## src/rtl/mem_stage_sb_pkg.sv

```systemverilog
// Shared types and helpers for the memory stage: buffer entry layout, FSM
// states, opcode/funct3 constants and byte-lane steering functions.
package mem_pkg;

  localparam logic [6:0] OP_LOAD  = 7'b0000011;
  localparam logic [6:0] OP_STORE = 7'b0100011;
  localparam logic [6:0] OP_JAL   = 7'b1101111;
  localparam logic [6:0] OP_JALR  = 7'b1100111;
  localparam logic [6:0] OP_AUIPC = 7'b0010111;

  localparam logic [2:0] F3_B  = 3'b000;
  localparam logic [2:0] F3_H  = 3'b001;
  localparam logic [2:0] F3_W  = 3'b010;
  localparam logic [2:0] F3_BU = 3'b100;
  localparam logic [2:0] F3_HU = 3'b101;

  typedef struct packed {
    logic [29:0] addr;
    logic [3:0]  be;
    logic [31:0] wdata;
  } sb_entry_t;

  typedef enum logic [1:0] {IDLE, LOAD, HOLD, DRAIN} mem_state_t;

  // Byte enables for a store of the given size, moved to the addressed lane.
  function automatic logic [3:0] store_be(input logic [1:0] size, input logic [1:0] off);
    logic [3:0] base;
    case (size)
      2'b00:   base = 4'b0001;
      2'b01:   base = 4'b0011;
      default: base = 4'b1111;
    endcase
    return base << off;
  endfunction

  function automatic logic [31:0] load_extract(input logic [31:0] rdata,
                                               input logic [1:0]  off,
                                               input logic [2:0]  f3);
    logic [31:0] sh;
    sh = rdata >> {off, 3'b000};
    case (f3)
      F3_B:    return {{24{sh[7]}}, sh[7:0]};
      F3_H:    return {{16{sh[15]}}, sh[15:0]};
      F3_BU:   return {24'd0, sh[7:0]};
      F3_HU:   return {16'd0, sh[15:0]};
      default: return sh;
    endcase
  endfunction

endpackage

```

## src/rtl/mem_stage_sb_if.sv

```systemverilog
// Bus bundle of the memory stage: EX handshake, memory port and WB register.
interface mem_stage_sb_if #(
  parameter int unsigned BITSIZE = 32
);
  logic               halt_i;
  logic               valid_i;
  logic               ack_o;
  logic [BITSIZE-1:0] instr_i;
  logic [BITSIZE-1:0] result_i;
  logic [BITSIZE-1:0] rs2_i;
  logic [BITSIZE-1:0] pc_i;
  logic               mem_req_o;
  logic               mem_we_o;
  logic [3:0]         mem_be_o;
  logic [BITSIZE-1:0] mem_addr_o;
  logic [BITSIZE-1:0] mem_wdata_o;
  logic               mem_ack_i;
  logic [BITSIZE-1:0] mem_rdata_i;
  logic               ack_i;
  logic               valid_o;
  logic [BITSIZE-1:0] instr_o;
  logic [BITSIZE-1:0] data_o;
  logic               misalign_o;
  logic               drained_o;

  modport slave (
    input  halt_i, valid_i, instr_i, result_i, rs2_i, pc_i,
           mem_ack_i, mem_rdata_i, ack_i,
    output ack_o, mem_req_o, mem_we_o, mem_be_o, mem_addr_o, mem_wdata_o,
           valid_o, instr_o, data_o, misalign_o, drained_o
  );

  modport master (
    output halt_i, valid_i, instr_i, result_i, rs2_i, pc_i,
           mem_ack_i, mem_rdata_i, ack_i,
    input  ack_o, mem_req_o, mem_we_o, mem_be_o, mem_addr_o, mem_wdata_o,
           valid_o, instr_o, data_o, misalign_o, drained_o
  );
endinterface

```

## src/rtl/mem_stage_sb_store_buffer.sv

```systemverilog
// In-order posted-store FIFO with a parallel word-address match against all
// live entries, used to hold back loads that would bypass an older store.
module store_buffer
  import mem_pkg::*;
#(
  parameter int unsigned SB_DEPTH = 4
) (
  input  logic        clk,
  input  logic        rstn_i,
  input  logic        push,
  input  sb_entry_t   push_entry,
  input  logic        pop,
  input  logic [29:0] cmp_addr,
  output sb_entry_t   head,
  output logic        full,
  output logic        empty,
  output logic        hit_o
);
  localparam int unsigned PW = $clog2(SB_DEPTH);

  sb_entry_t             entries [SB_DEPTH];
  logic [SB_DEPTH-1:0]   live;
  logic [PW-1:0]         wr_ptr;
  logic [PW-1:0]         rd_ptr;
  logic [PW:0]           count;

  always_ff @(posedge clk or negedge rstn_i) begin
    if (!rstn_i) begin
      wr_ptr <= '0;
      rd_ptr <= '0;
      count  <= '0;
      live   <= '0;
    end else begin
      if (pop) begin
        rd_ptr       <= rd_ptr + 1'b1;
        live[rd_ptr] <= 1'b0;
      end
      if (push) begin
        wr_ptr       <= wr_ptr + 1'b1;
        live[wr_ptr] <= 1'b1;
      end
      case ({push, pop})
        2'b10:   count <= count + 1'b1;
        2'b01:   count <= count - 1'b1;
        default: ;
      endcase
    end
  end

  always_ff @(posedge clk) begin
    if (push) entries[wr_ptr] <= push_entry;
  end

  always_comb begin
    hit_o = 1'b0;
    for (int unsigned i = 0; i < SB_DEPTH; i++) begin
      if (live[i] && entries[i].addr == cmp_addr) hit_o = 1'b1;
    end
  end

  assign head  = entries[rd_ptr];
  assign full  = (count == (PW+1)'(SB_DEPTH));
  assign empty = (count == '0);

endmodule

```

## src/rtl/mem_stage_sb.sv

```systemverilog
// EX->WB memory stage: stores retire into a posted buffer drained in the
// background; loads use the memory port once no older store to the word waits.
module mem_stage_sb
  import mem_pkg::*;
#(
  parameter int unsigned BITSIZE  = 32,
  parameter int unsigned SB_DEPTH = 4
) (
  input logic           clk,
  input logic           rstn_i,
  mem_stage_sb_if.slave bus
);
  mem_state_t state, state_nxt;

  logic [6:0]         opcode;
  logic [2:0]         f3;
  logic [1:0]         off;
  logic               is_load, is_store, is_link, misal;
  logic               out_free, run;

  logic               ack, push, pop, out_we, out_mis, hold_we, ld_start;
  logic [BITSIZE-1:0] out_data;

  logic [BITSIZE-1:0] ld_addr;
  logic [2:0]         ld_f3;
  logic [BITSIZE-1:0] ld_data;
  logic [BITSIZE-1:0] hold_data;

  logic               valid_q, mis_q;
  logic [BITSIZE-1:0] instr_q, data_q;

  sb_entry_t          push_entry, head;
  logic               sb_full, sb_empty, sb_hit;

  assign opcode   = bus.instr_i[6:0];
  assign f3       = bus.instr_i[14:12];
  assign off      = bus.result_i[1:0];
  assign is_load  = (opcode == OP_LOAD);
  assign is_store = (opcode == OP_STORE);
  assign is_link  = (opcode == OP_JAL) || (opcode == OP_JALR) || (opcode == OP_AUIPC);
  assign misal    = (is_load || is_store) &&
                    ((f3[1:0] == 2'b01 && off[0]) || (f3[1:0] == 2'b10 && off != 2'b00));
  assign out_free = !valid_q || bus.ack_i;
  assign run      = !bus.halt_i;
  assign ld_data  = load_extract(bus.mem_rdata_i, ld_addr[1:0], ld_f3);

  assign push_entry.addr  = bus.result_i[31:2];
  assign push_entry.be    = store_be(f3[1:0], off);
  assign push_entry.wdata = bus.rs2_i << {off, 3'b000};

  store_buffer #(.SB_DEPTH(SB_DEPTH)) u_sb (
    .clk        (clk),
    .rstn_i     (rstn_i),
    .push       (push),
    .push_entry (push_entry),
    .pop        (pop),
    .cmp_addr   (bus.result_i[31:2]),
    .head       (head),
    .full       (sb_full),
    .empty      (sb_empty),
    .hit_o      (sb_hit)
  );

  always_ff @(posedge clk or negedge rstn_i) begin
    if (!rstn_i)  state <= IDLE;
    else if (run) state <= state_nxt;
  end

  always_comb begin
    state_nxt = state;
    case (state)
      IDLE:  if (bus.valid_i && is_load && !misal && !sb_hit) state_nxt = LOAD;
             else if (!sb_empty)                              state_nxt = DRAIN;
      LOAD:  if (bus.mem_ack_i) state_nxt = out_free ? IDLE : HOLD;
      HOLD:  if (out_free)      state_nxt = IDLE;
      DRAIN: if (bus.mem_ack_i) state_nxt = IDLE;
      default: state_nxt = IDLE;
    endcase
  end

  // EX keeps presenting a load until it is acked, so in LOAD/HOLD valid_i
  // is that same load and only non-load traffic is taken in IDLE/DRAIN.
  always_comb begin
    ack      = 1'b0;
    push     = 1'b0;
    pop      = 1'b0;
    out_we   = 1'b0;
    out_mis  = 1'b0;
    out_data = '0;
    hold_we  = 1'b0;
    ld_start = 1'b0;
    case (state)
      IDLE, DRAIN: begin
        if (bus.valid_i) begin
          if (misal) begin
            if (out_free) begin
              ack     = 1'b1;
              out_we  = 1'b1;
              out_mis = 1'b1;
            end
          end else if (is_store) begin
            if (out_free && !sb_full) begin
              ack    = 1'b1;
              push   = 1'b1;
              out_we = 1'b1;
            end
          end else if (!is_load) begin
            if (out_free) begin
              ack      = 1'b1;
              out_we   = 1'b1;
              out_data = is_link ? bus.pc_i + BITSIZE'(4) : bus.result_i;
            end
          end
        end
        if (state == IDLE) ld_start = bus.valid_i && is_load && !misal && !sb_hit;
        else               pop      = bus.mem_ack_i;
      end
      LOAD: begin
        if (bus.mem_ack_i) begin
          if (out_free) begin
            ack      = 1'b1;
            out_we   = 1'b1;
            out_data = ld_data;
          end else begin
            hold_we = 1'b1;
          end
        end
      end
      HOLD: begin
        if (out_free) begin
          ack      = 1'b1;
          out_we   = 1'b1;
          out_data = hold_data;
        end
      end
      default: ;
    endcase
    if (!run) begin
      ack      = 1'b0;
      push     = 1'b0;
      pop      = 1'b0;
      out_we   = 1'b0;
      hold_we  = 1'b0;
      ld_start = 1'b0;
    end
  end

  always_ff @(posedge clk or negedge rstn_i) begin
    if (!rstn_i) begin
      ld_addr   <= '0;
      ld_f3     <= '0;
      hold_data <= '0;
    end else if (run) begin
      if (ld_start) begin
        ld_addr <= bus.result_i;
        ld_f3   <= f3;
      end
      if (hold_we) hold_data <= ld_data;
    end
  end

  always_ff @(posedge clk or negedge rstn_i) begin
    if (!rstn_i) begin
      valid_q <= 1'b0;
      mis_q   <= 1'b0;
      instr_q <= '0;
      data_q  <= '0;
    end else if (run) begin
      if (out_we) begin
        valid_q <= 1'b1;
        mis_q   <= out_mis;
        instr_q <= bus.instr_i;
        data_q  <= out_data;
      end else if (bus.ack_i) begin
        valid_q <= 1'b0;
        mis_q   <= 1'b0;
      end
    end
  end

  assign bus.ack_o       = ack;
  assign bus.valid_o     = valid_q;
  assign bus.misalign_o  = mis_q;
  assign bus.instr_o     = instr_q;
  assign bus.data_o      = data_q;
  assign bus.mem_req_o   = (state == LOAD) || (state == DRAIN);
  assign bus.mem_we_o    = (state == DRAIN);
  assign bus.mem_be_o    = (state == LOAD)  ? 4'hF :
                           (state == DRAIN) ? head.be : 4'h0;
  assign bus.mem_addr_o  = (state == LOAD)  ? {ld_addr[31:2], 2'b00} :
                           (state == DRAIN) ? {head.addr, 2'b00} : '0;
  assign bus.mem_wdata_o = (state == DRAIN) ? head.wdata : '0;
  assign bus.drained_o   = sb_empty && (state == IDLE);

endmodule

```

## src/flat_wrapper.sv

```systemverilog
// flat-port wrapper written by rule: the top's interface ports become plain ports
module mem_stage_sb_flat import mem_pkg::*;
#(
  parameter int unsigned BITSIZE  = 32,
  parameter int unsigned SB_DEPTH = 4
)
  (clk, rstn_i, bus_halt_i, bus_valid_i, bus_instr_i, bus_result_i, bus_rs2_i, bus_pc_i, bus_mem_ack_i, bus_mem_rdata_i, bus_ack_i, bus_ack_o, bus_mem_req_o, bus_mem_we_o, bus_mem_be_o, bus_mem_addr_o, bus_mem_wdata_o, bus_valid_o, bus_instr_o, bus_data_o, bus_misalign_o, bus_drained_o);
  mem_stage_sb_if #(.BITSIZE(BITSIZE)) bus_i ();
  input logic clk;
  input logic rstn_i;
  input wire logic [$bits(bus_i.halt_i)-1:0] bus_halt_i;
  input wire logic [$bits(bus_i.valid_i)-1:0] bus_valid_i;
  input wire logic [$bits(bus_i.instr_i)-1:0] bus_instr_i;
  input wire logic [$bits(bus_i.result_i)-1:0] bus_result_i;
  input wire logic [$bits(bus_i.rs2_i)-1:0] bus_rs2_i;
  input wire logic [$bits(bus_i.pc_i)-1:0] bus_pc_i;
  input wire logic [$bits(bus_i.mem_ack_i)-1:0] bus_mem_ack_i;
  input wire logic [$bits(bus_i.mem_rdata_i)-1:0] bus_mem_rdata_i;
  input wire logic [$bits(bus_i.ack_i)-1:0] bus_ack_i;
  output wire logic [$bits(bus_i.ack_o)-1:0] bus_ack_o;
  output wire logic [$bits(bus_i.mem_req_o)-1:0] bus_mem_req_o;
  output wire logic [$bits(bus_i.mem_we_o)-1:0] bus_mem_we_o;
  output wire logic [$bits(bus_i.mem_be_o)-1:0] bus_mem_be_o;
  output wire logic [$bits(bus_i.mem_addr_o)-1:0] bus_mem_addr_o;
  output wire logic [$bits(bus_i.mem_wdata_o)-1:0] bus_mem_wdata_o;
  output wire logic [$bits(bus_i.valid_o)-1:0] bus_valid_o;
  output wire logic [$bits(bus_i.instr_o)-1:0] bus_instr_o;
  output wire logic [$bits(bus_i.data_o)-1:0] bus_data_o;
  output wire logic [$bits(bus_i.misalign_o)-1:0] bus_misalign_o;
  output wire logic [$bits(bus_i.drained_o)-1:0] bus_drained_o;
  assign bus_i.halt_i = bus_halt_i;
  assign bus_i.valid_i = bus_valid_i;
  assign bus_i.instr_i = bus_instr_i;
  assign bus_i.result_i = bus_result_i;
  assign bus_i.rs2_i = bus_rs2_i;
  assign bus_i.pc_i = bus_pc_i;
  assign bus_i.mem_ack_i = bus_mem_ack_i;
  assign bus_i.mem_rdata_i = bus_mem_rdata_i;
  assign bus_i.ack_i = bus_ack_i;
  assign bus_ack_o = bus_i.ack_o;
  assign bus_mem_req_o = bus_i.mem_req_o;
  assign bus_mem_we_o = bus_i.mem_we_o;
  assign bus_mem_be_o = bus_i.mem_be_o;
  assign bus_mem_addr_o = bus_i.mem_addr_o;
  assign bus_mem_wdata_o = bus_i.mem_wdata_o;
  assign bus_valid_o = bus_i.valid_o;
  assign bus_instr_o = bus_i.instr_o;
  assign bus_data_o = bus_i.data_o;
  assign bus_misalign_o = bus_i.misalign_o;
  assign bus_drained_o = bus_i.drained_o;
  mem_stage_sb #(.BITSIZE(BITSIZE), .SB_DEPTH(SB_DEPTH)) u_core (.clk(clk), .rstn_i(rstn_i), .bus(bus_i));
endmodule
```

## config.mk

```make
export PLATFORM = sky130hd
export DESIGN_NAME = mem_stage_sb_flat
export DESIGN_NICKNAME = d
export VERILOG_FILES = /design/src/rtl/mem_stage_sb_pkg.sv /design/src/rtl/mem_stage_sb_if.sv /design/src/rtl/mem_stage_sb_store_buffer.sv /design/src/rtl/mem_stage_sb.sv /design/src/flat_wrapper.sv
export SDC_FILE = /design/constraint.sdc
export NUM_CORES = 1
export LEC_CHECK = 0
export ABC_AREA = 1
export CAP_MARGIN = 20
export CORE_AREA = 2 2 212 214
export CTS_BUF_LIST = sky130_fd_sc_hd__clkbuf_8
export CTS_CLUSTER_SIZE = 10
export DETAILED_ROUTE_END_ITERATION = 8
export DIE_AREA = 0 0 214 216
export HOLD_SLACK_MARGIN = 0.02
export PLACE_DENSITY = 0.73
export SYNTH_ARGS = -nofsm -noshare
export SYNTH_HDL_FRONTEND = slang
export SYNTH_HIERARCHICAL = 1
export SYNTH_SLANG_ARGS = --single-unit
export TNS_END_PERCENT = 20
```

## constraint.sdc

```tcl
create_clock -name clk -period 4.3 [get_ports clk]
set_clock_uncertainty 0.2 [all_clocks]
set_input_delay 0.645 -clock clk [delete_from_list [all_inputs] [get_ports clk]]
set_output_delay 0.645 -clock clk [all_outputs]
set_load 0.05 [all_outputs]
```

== After elaboration in Yosys (flattened, before gate mapping) ==
Memories as Yosys holds them, arrays and structs flattened.
Index checks and enable logic that the tools add are counted.
Storage, ports and cells
  latch bits: 0
  register bits after elaboration: 146
  logic and storage cells: 157
  memory bits (writable): 264
  bits of input ports: 166
  memories: 1
  ROM bits: 0
Memory list
  u_core.u_sb.entries: depth 4, bits a word 66, read ports 5, clocked after Yosys merged registers in 0, wr ports 1, line mem_stage_sb_store_buffer.sv:21  | sb_entry_t entries [SB_DEPTH];
Operators by class
  equality and inequality tests: 24
  div/mod/pow operators: 0
  reduce and logical (&&, ||, !) cells: 37
  multiply operators: 0
  magnitude comparators: 4
  shifts and indexed selects: 3
  bitwise operators: 4
  multiplexer cells: 67
  add/subtract/negate cells: 5
Operators with widths (count)
  $mux W32: 12
  $pmux W32 S4: 1
  $eq A30 B30 Y1: 4
  $pmux W32 S3: 1
  $mux W1: 37
  $add A32 B3 Y32 const B: 1
  $shl A32 B5 Y32: 1
  $shr A32 B5 Y32: 1
  $mux W4: 4
  $eq A7 B7 Y1 const B: 2
  $logic_and A1 B1 Y1: 14
  $mux W2: 6
  $eq A3 B3 Y1 const B: 3
  $eq A2 B2 Y1 const B: 4
  $pmux W2 S4: 1
  $pmux W4 S2: 1
  $reduce_and A2 Y1: 4
  $eq A7 B2 Y1 const B: 1
  $eq A7 B5 Y1 const B: 1
  $eq A7 B6 Y1 const B: 1
  $eq A2 B1 Y1 const B: 3
  $logic_not A3 Y1: 2
  $logic_or A1 B1 Y1: 6
  $lt A2 B3 Y1 const B: 2
  21 further kinds: 31

== Logic depth before layout (Yosys ltp) ==
  depth in word-level cells: 12
  gate-level depth with buffers: 15
  mapped depth without buffers: 14

== Hierarchy ==
Netlist, hierarchy kept.
By module, submodules not included
  store_buffer: cells an instance 1243, area each 12448.2 sq um, times used 1
  mem_stage_sb: cells an instance 1490, area each 9271.4 sq um, times used 1

== Least setup slack after synthesis ==
OpenSTA, ideal clock, no wires.
  path type: input-to-reg
  start: input port bus_result_i[0]
  end: memory u_core/u_sb/entries[0][0] (netlist name) (enable)
  required time: 3.680 ns
  arrival time: 2.944 ns
  stages: 9
  setup slack: 0.736 ns
  buffers on the path: 2
  path through: buf_4 -> nor2_4 -> o21ai_4 -> nand2_1 -> nand2_1 -> nor3_1 -> clkbuf_1 -> nand2_1 -> inv_1
On the way
  cells in the longest elaborated chain, start to end: 10
Ends and longest elaborated chain
  start, declared: line flat_wrapper.sv:14  | input wire logic [$bits(bus_i.result_i)-1:0] bus_result_i;
  $reduce_bool A2 Y1: line mem_stage_sb.sv:42  | ((f3[1:0] == 2'b01 && off[0]) || (f3[1:0] == 2'b10 && off != 2'b00));
  $logic_and A1 B1 Y1: line mem_stage_sb.sv:42
  $logic_or A1 B1 Y1 *: line mem_stage_sb.sv:42
  $logic_and A1 B1 Y1 *: line mem_stage_sb.sv:41  | assign misal = (is_load || is_store) &&
  $mux W1 *: line mem_stage_sb.sv:95  | if (misal) begin
  $mux W1 *: line mem_stage_sb.sv:94  | if (bus.valid_i) begin
  $mux W1 *: line mem_stage_sb.sv:92  | case (state)
  $mux W1 *: line mem_stage_sb.sv:138  | if (!run) begin
  named net u_core.push: line mem_stage_sb.sv:21  | logic ack, push, pop, out_we, out_mis, hold_we, ld_start;
  $mux W1 *: line mem_stage_sb_store_buffer.sv:51  | if (push) entries[wr_ptr] <= push_entry;
  $mux W1 (implied by the code) *: line mem_stage_sb_store_buffer.sv:51
  end, declared: line mem_stage_sb_store_buffer.sv:21
The timed path passes the listed nets; every way through them passes the cells marked *.

==> impl_metrics.tcl <==
set metrics [dict create \
    drtIter0Drc 2535 \
    wl_per_cell_um 19.5 \
    synth_top_area_share_pct 36.5 \
    critPathCaptureType "output pin" \
    yosysSeqAreaShare_pct 53.3 \
    globalplace.congestion 0.981 \
    overflow 0 \
    grt_busiest_layer "met2" \
    crit_top_cell "a21oi_1" \
    leakage_nw 12.0 \
    critical_path.slowest_cell "dfrtp_2" \
    maxSlewHeadroom_pct 34.6 \
    maxCapViolCount 0 \
    drive_above_1_share_pct 8.02 \
    final_nets 3201 \
    grt_util_met2_pct 47.7 \
    drv_slew 0 \
    worstMarginPinSlew_ns 0.980 \
    clk_latency_ns 0.67 \
    grtUsageMet3_pct 5.89 \
    arrival_ns 3.29 \
    htreeDepth 3 \
    grt_pass1_vias 18700 \
    ys_types 43 \
    clockBufferDepth 3 \
    clkPwrFrac_pct 23.6 \
    cp_num_buf_inv 3 \
    p_per_area_nw_per_um2 549 \
    netlist_area_um2 21700 \
    clk_pin_slew_worst_paths_ns 0.06 \
    synth_common_cells "1050 x nand2_1, 264 x edfxtp_1, 240 x nor2_1, 218 x inv_1, 207 x o21ai_0" \
    fp-row-count 77 \
    synthTopCellsByArea "edfxtp_1 36%, nand2_1 18%, dfrtp_1 17%" \
    tns_ns 0 \
    avgSynthCellArea_um2 7.95 \
    slowest_delay_ns 0.82 \
    cts_setup_buffers 0 \
    path_class "reg2out" \
    cts-root-buf "clkbuf_8" \
    antenna_found_initial 2 \
    seq_power_share_pct 33.9 \
    grt_pass1_wl_um 108000 \
    ioPinCount 304 \
    dpl.hpwl_um 51400 \
    p_int_mw 8.24 \
    vias_per_cell 5.36 \
    fin_crit_sh_pct 96.2 \
    core_area_um2 43800 \
    path_max_fanout 68 \
    die-area_um2 46200 \
    post-route-util_pct 60.5 \
    status "finished clean" \
    synth_area_leader_cell "edfxtp_1" \
    clock_sinks 410 \
    max-vdd-ir-drop_v 0.000561 \
    yosys_most_used_dff "edfxtp_1" \
    final_area_um2 26500 \
    hold_violations 0 \
    sw_frac_of_total_pct 43.4 \
    hold_class "reg2reg" \
    synth_most_common_cell "nand2_1" \
    port_buffers 301 \
    area_growth_pct 22.2 \
    die_h_um 216 \
    drcViolationCount 0 \
    required_ns 3.45 \
    met1_usage_pct 42.2 \
    fp.dieW_um 214 \
    critical-path-top-delay-family "buffers and inverters" \
    synth_edf_count 264 \
    fin_crit_ns 4.14 \
    vias 19700 \
    ys_async_sr_fraction_pct 35.6 \
    ys_ff_latch 410 \
    cts_tree "done" \
    track_usage_pct 30.4 \
    crit_chain "inv_6, buf_12, o21ai_0, a21oi_1, a21oi_1, nand3_1, nand2_1, buf_4" \
    ys_warn_count 6 \
    p_comb_share_pct 42.5 \
    dpl_cell_area_um2 25200 \
    fmax_mhz 242 \
    cts_made_buffers 73 \
    grt_max_degree 86 \
    drtAntennaViolNets 0 \
    start_kind "flip-flop" \
    dr.pass1.iters 6 \
    routed_wl_um 71400 \
    postSynthCellCount 2733 \
    setup_viol 0 \
    switching_power_mw 6.32 \
    initial_core_util_pct 49.5 \
    rsz0062_at_grt "no" \
]
final timing paths:
check,startpoint,end,slack [ns],depth (start not counted)
worst max-delay path,u_core/u_sb/rd_ptr[0]$_DFFE_PN0P_,bus_mem_addr_o[19],0.16,8
max in group asynchronous,rstn_i,u_core/bus.instr_o[3]$_DFFE_PN0P_,2.67,3
worst min-delay path,u_core/hold_data[16]$_DFFE_PN0P_,u_core/hold_data[16]$_DFFE_PN0P_,0.28,2
min in group asynchronous,rstn_i,u_core/bus.instr_o[8]$_DFFE_PN0P_,0.35,2
worst min register to register,u_core/hold_data[16]$_DFFE_PN0P_,u_core/hold_data[16]$_DFFE_PN0P_,0.28,2
worst max register to register,u_core/state[0]$_DFFE_PN0P_,u_core/u_sb/count[2]$_DFFE_PN0P_,1.01,12
flip-flops by register name, indices dropped and copies added (netlist names):
register,count
u_core/bus.misalign_o,1
u_core/u_sb/rd_ptr,2
u_core/u_sb/entries,264
u_core/bus.instr_o,32
u_core/u_sb/live,4
u_core/hold_data,32
u_core/ld_addr,32
u_core/u_sb/wr_ptr,2
u_core/u_sb/count,3
u_core/bus.valid_o,1
u_core/state,2
u_core/ld_f3,3
u_core/bus.data_o,32
kinds of logic (layout without fill, tap and decap cells):
| group | Yosys count | in the layout | synth area share, % |
|---|---|---|---|
| flip-flops | 410 | 410 | 53.3 |
| other | 1 | 4 | 0.0173 |
| AO/OA/AOI/OAI | 449 | 449 | 10.8 |
| AND/OR/NAND/NOR | 1450 | 1450 | 26.6 |
| buffers and inverters | 384 | 728 | 7.42 |
| adder cells (fa/ha/maj) | 15 | 15 | 0.899 |
| XOR/XNOR | 24 | 24 | 0.968 |
routing by layer:
metal  share of wire (%)  routed length (um)
met3                 8.4                6000
met4                 3.3                2340
met5                   0                   0
met2                  46               33000
met1                  42               30100
repair_timing:
action	4_1_cts	5_1_grt
endpoints found under the hold margin	61	0
resized for setup	0	1
setup endpoints to repair	0	2
hold buffers	1	0
area by class of cell:
class | count | area (um2)
clock buffers | 83 | 1140
repair buffers | 340 | 3340
flip-flops and latches | 410 | 11600
diodes | 2 | 5.00
fillers | 3913 | 17300
clock inverters | 50 | 228
well taps | 592 | 741
multi-input cells | 1940 | 8530
inverters | 255 | 962
through the flow:
step                total power, mW  cells  hold slack, ns  setup WS [ns]
detailed placement             11.1   3536           0.265          0.438
finish                         14.6   3672           0.281          0.165
global route                   15.3   3672           0.291         0.0520
floorplan                      9.06   2734           0.149          0.736
global placement               11.0   3536           0.263          0.484
CTS                            14.6   3670           0.280          0.112
power groups by stage:
stage	registers (mW)	logic, mW	clock network [mW]
3_5_place_dp	4.99	6.13	0
4_1_cts	4.93	6.16	3.48
3_3_place_gp	4.98	6.05	0
5_1_grt	4.97	6.65	3.65
6_report	4.93	6.20	3.44
2_1_floorplan	5.65	3.40	0
placed cells by master (no fill, tap or decap), types with 83 or more instances in the layout:
master / netlist / layout
inv_1: 218 / 241
o21ai_0: 207 / 207
clkdlybuf4s50_1: 0 / 249
edfxtp_1: 264 / 264
nand2_1: 1050 / 1050
nor2_1: 240 / 240
dfrtp_1: 146 / 145
nand3_1: 119 / 119
a21oi_1: 115 / 115
clkbuf_8: 0 / 83
tightest hold or removal path: stages, from the launching register on:
cell and delay, ns:
dfrtp_1 0.34, nand2_1 0.05, nand2_1 0.05
No activity file was read; power rests on OpenSTA's default activity.
==> RTL change, RTL diff (same settings) <==
Re-encode `mem_state_t` (4 states) as Gray code, 2 bits wide.
--- a/src/rtl/mem_stage_sb_pkg.sv
+++ b/src/rtl/mem_stage_sb_pkg.sv
@@ -20,7 +20,7 @@
     logic [31:0] wdata;
   } sb_entry_t;
 
-  typedef enum logic [1:0] {IDLE, LOAD, HOLD, DRAIN} mem_state_t;
+  typedef enum logic [1:0] {IDLE = 2'b00, LOAD = 2'b01, HOLD = 2'b11, DRAIN = 2'b10} mem_state_t;
 
   // Byte enables for a store of the given size, moved to the addressed lane.
   function automatic logic [3:0] store_be(input logic [1:0] size, input logic [1:0] off);
Check against the original RTL: same outputs for any inputs over 4 cycles, from zero or initial values and one cycle with rstn_i low; so few cycles prove little.
==> RTL change against the original RTL <==
  * Clock power increased by 1%
  * Total power fell by 5.8%
  * Wire length up 0.73%
  * Sequential cell count unchanged
  * Non-clock buffer count up 1
  * Synthesized area increased by 0.31%
  * Worst setup slack worse by 26 ps
  * Design area grew 0.20%
  * Critical endpoint unchanged
  * Highest routed layer unchanged
==> RTL change: results (changes against the original RTL) <==
Reg with most FFs -> u_core/u_sb/entries (unchanged)
leak pwr -> 12.0 nW (about the same)
Iter 0 DRT Violations -> 2174 (was 2535)
Num CTS Buffers -> 73 (unchanged)
post-synthesis sequential area ratio -> 0.532 (was 0.533)
Netlist cell types -> 44 (was 43)
worst slew pin tran -> 941 ps (was 980 ps)
GPL Wtd Cong -> 0.991 (was 0.981)
sw power -> 5.84 mW (was 6.32 mW)
synth top area cells -> edfxtp_1 (36%), nand2_1 (17%), dfrtp_1 (17%), nor2_1 (4.5%), inv_1 (3.8%) (was edfxtp_1 (36%), nand2_1 (18%), dfrtp_1 (17%), o21ai_0 (4.8%), nor2_1 (4.1%))
crit path max fanout -> 67 (was 68)
VDD IR-drop max -> 380 uV (was 561 uV)
Final HPWL DP -> 51600 microns (was 51400 microns)
Avg WL per Cell -> 19.7 microns (was 19.5 microns)
largest net degree at the start of global routing -> 96 (was 86)
Net count, final -> 3183 (was 3201)
status -> complete, no violations (unchanged)
vias -> 19800 (was 19700)
async set-reset flop share out of synthesis -> 0.356 (unchanged)
DR pass1 iterations -> 6 (unchanged)
layout cell share with drive strength beyond 1 -> 0.0923 (was 0.0802)
vias in the first global route -> 19000 (was 18700)
Worst Path Arrival -> 3320 ps (was 3290 ps)
Root Buffer -> clkbuf_8 (unchanged)
first-pass GRT wire length -> 109000 microns (was 108000 microns)
synth cell count leaders -> nand2_1 (991), edfxtp_1 (264), nor2_1 (264) (was nand2_1 (1050), edfxtp_1 (264), nor2_1 (240))
port buffer count -> 301 (unchanged)
[RTL change: changes by cell type after synthesis, moves of 8 or more]
cell,before,now
a31oi_1,1,9
a21oi_1,115,141
clkbuf_1,64,55
nand2_1,1050,991
o21ai_1,66,37
o21ai_0,207,165
o21ai_2,0,35
nor2_1,240,264
[RTL change: path summary, 6_finish.rpt]
check	slack, ps	cells past startpoint	endpoint	startpoint
max in group asynchronous	2560	3	u_core/ld_addr[13]	rstn_i
min in group asynchronous	450	2	u_core/bus.instr_o[26]	rstn_i
hold / removal	280	2	u_core/bus.instr_o[0]	u_core/bus.instr_o[0]
hold reg to reg	280	2	u_core/bus.instr_o[0]	u_core/bus.instr_o[0]
setup / recovery	140	7	bus_mem_addr_o[19]	u_core/u_sb/rd_ptr[0]
setup reg to reg	1140	11	u_core/bus.data_o[24]	u_core/state[1]
[RTL change: kinds of logic (layout without fill, tap and decap cells)]
kind of cell,Yosys count,count (layout),share of synthesized area
adders and majority gates,15,15,0.00896
and+or+nand+nor,1424,1424,0.259
AOI/OAI and AO/OA,450,450,0.115
other,1,4,0.000172
DFF,410,410,0.532
xor gates and xnor gates,23,23,0.00925
buffers and inverters,390,731,0.0760
[RTL change: cell type report]
type / instances / area, sq um
repair buffers: 341 / 3330
clock inverters: 49 / 290
flip-flops and latches: 410 / 11600
well taps: 592 / 741
diodes: 2 / 5.00
multi-input cells: 1914 / 8570
fillers: 3899 / 17200
clock buffers: 79 / 1090
inverters: 262 / 988
[RTL change: critical path, cell delays in order (launching register included)]
cell and delay [ps]:
dfrtp_2 380, buf_4 530, buf_4 610, a21oi_1 130, a21oi_1 410, nand3_1 150, nand2_1 170, buf_4 230
[RTL change: through the flow]
stage                     hold WS, ps  utilization  setup slack (ps)  instances  instance area [sq um]
final                             279        0.607               139       3649                  26600
after global routing              297        0.607              83.4       3648                  26600
after CTS                         281        0.606               194       3647                  26600
after detailed placement          265        0.575               447       3518                  25200
after global placement            262        0.575               539       3518                  25200
after floorplan                   149            -               671       2714                  21800
[RTL change: power by group through the flow]
stage / Sequential [mW] / Clock (mW) / Combinational, mW
2_1_floorplan: 5.04 / 0 / 3.27
3_3_place_gp: 4.61 / 0 / 5.55
3_5_place_dp: 4.62 / 0 / 5.62
4_1_cts: 4.55 / 3.57 / 5.64
5_1_grt: 4.57 / 3.75 / 6.01
6_report: 4.55 / 3.49 / 5.68
[RTL change: layer usage]
layer | vias to the layer above | part of all wire | track usage
met3 | 139 | 0.095 | 0.0716
li1 | 9398 | - | -
met5 | - | 0 | 0
met2 | 964 | 0.46 | 0.478
met4 | 0 | 0.036 | 0.119
met1 | 9331 | 0.41 | 0.414
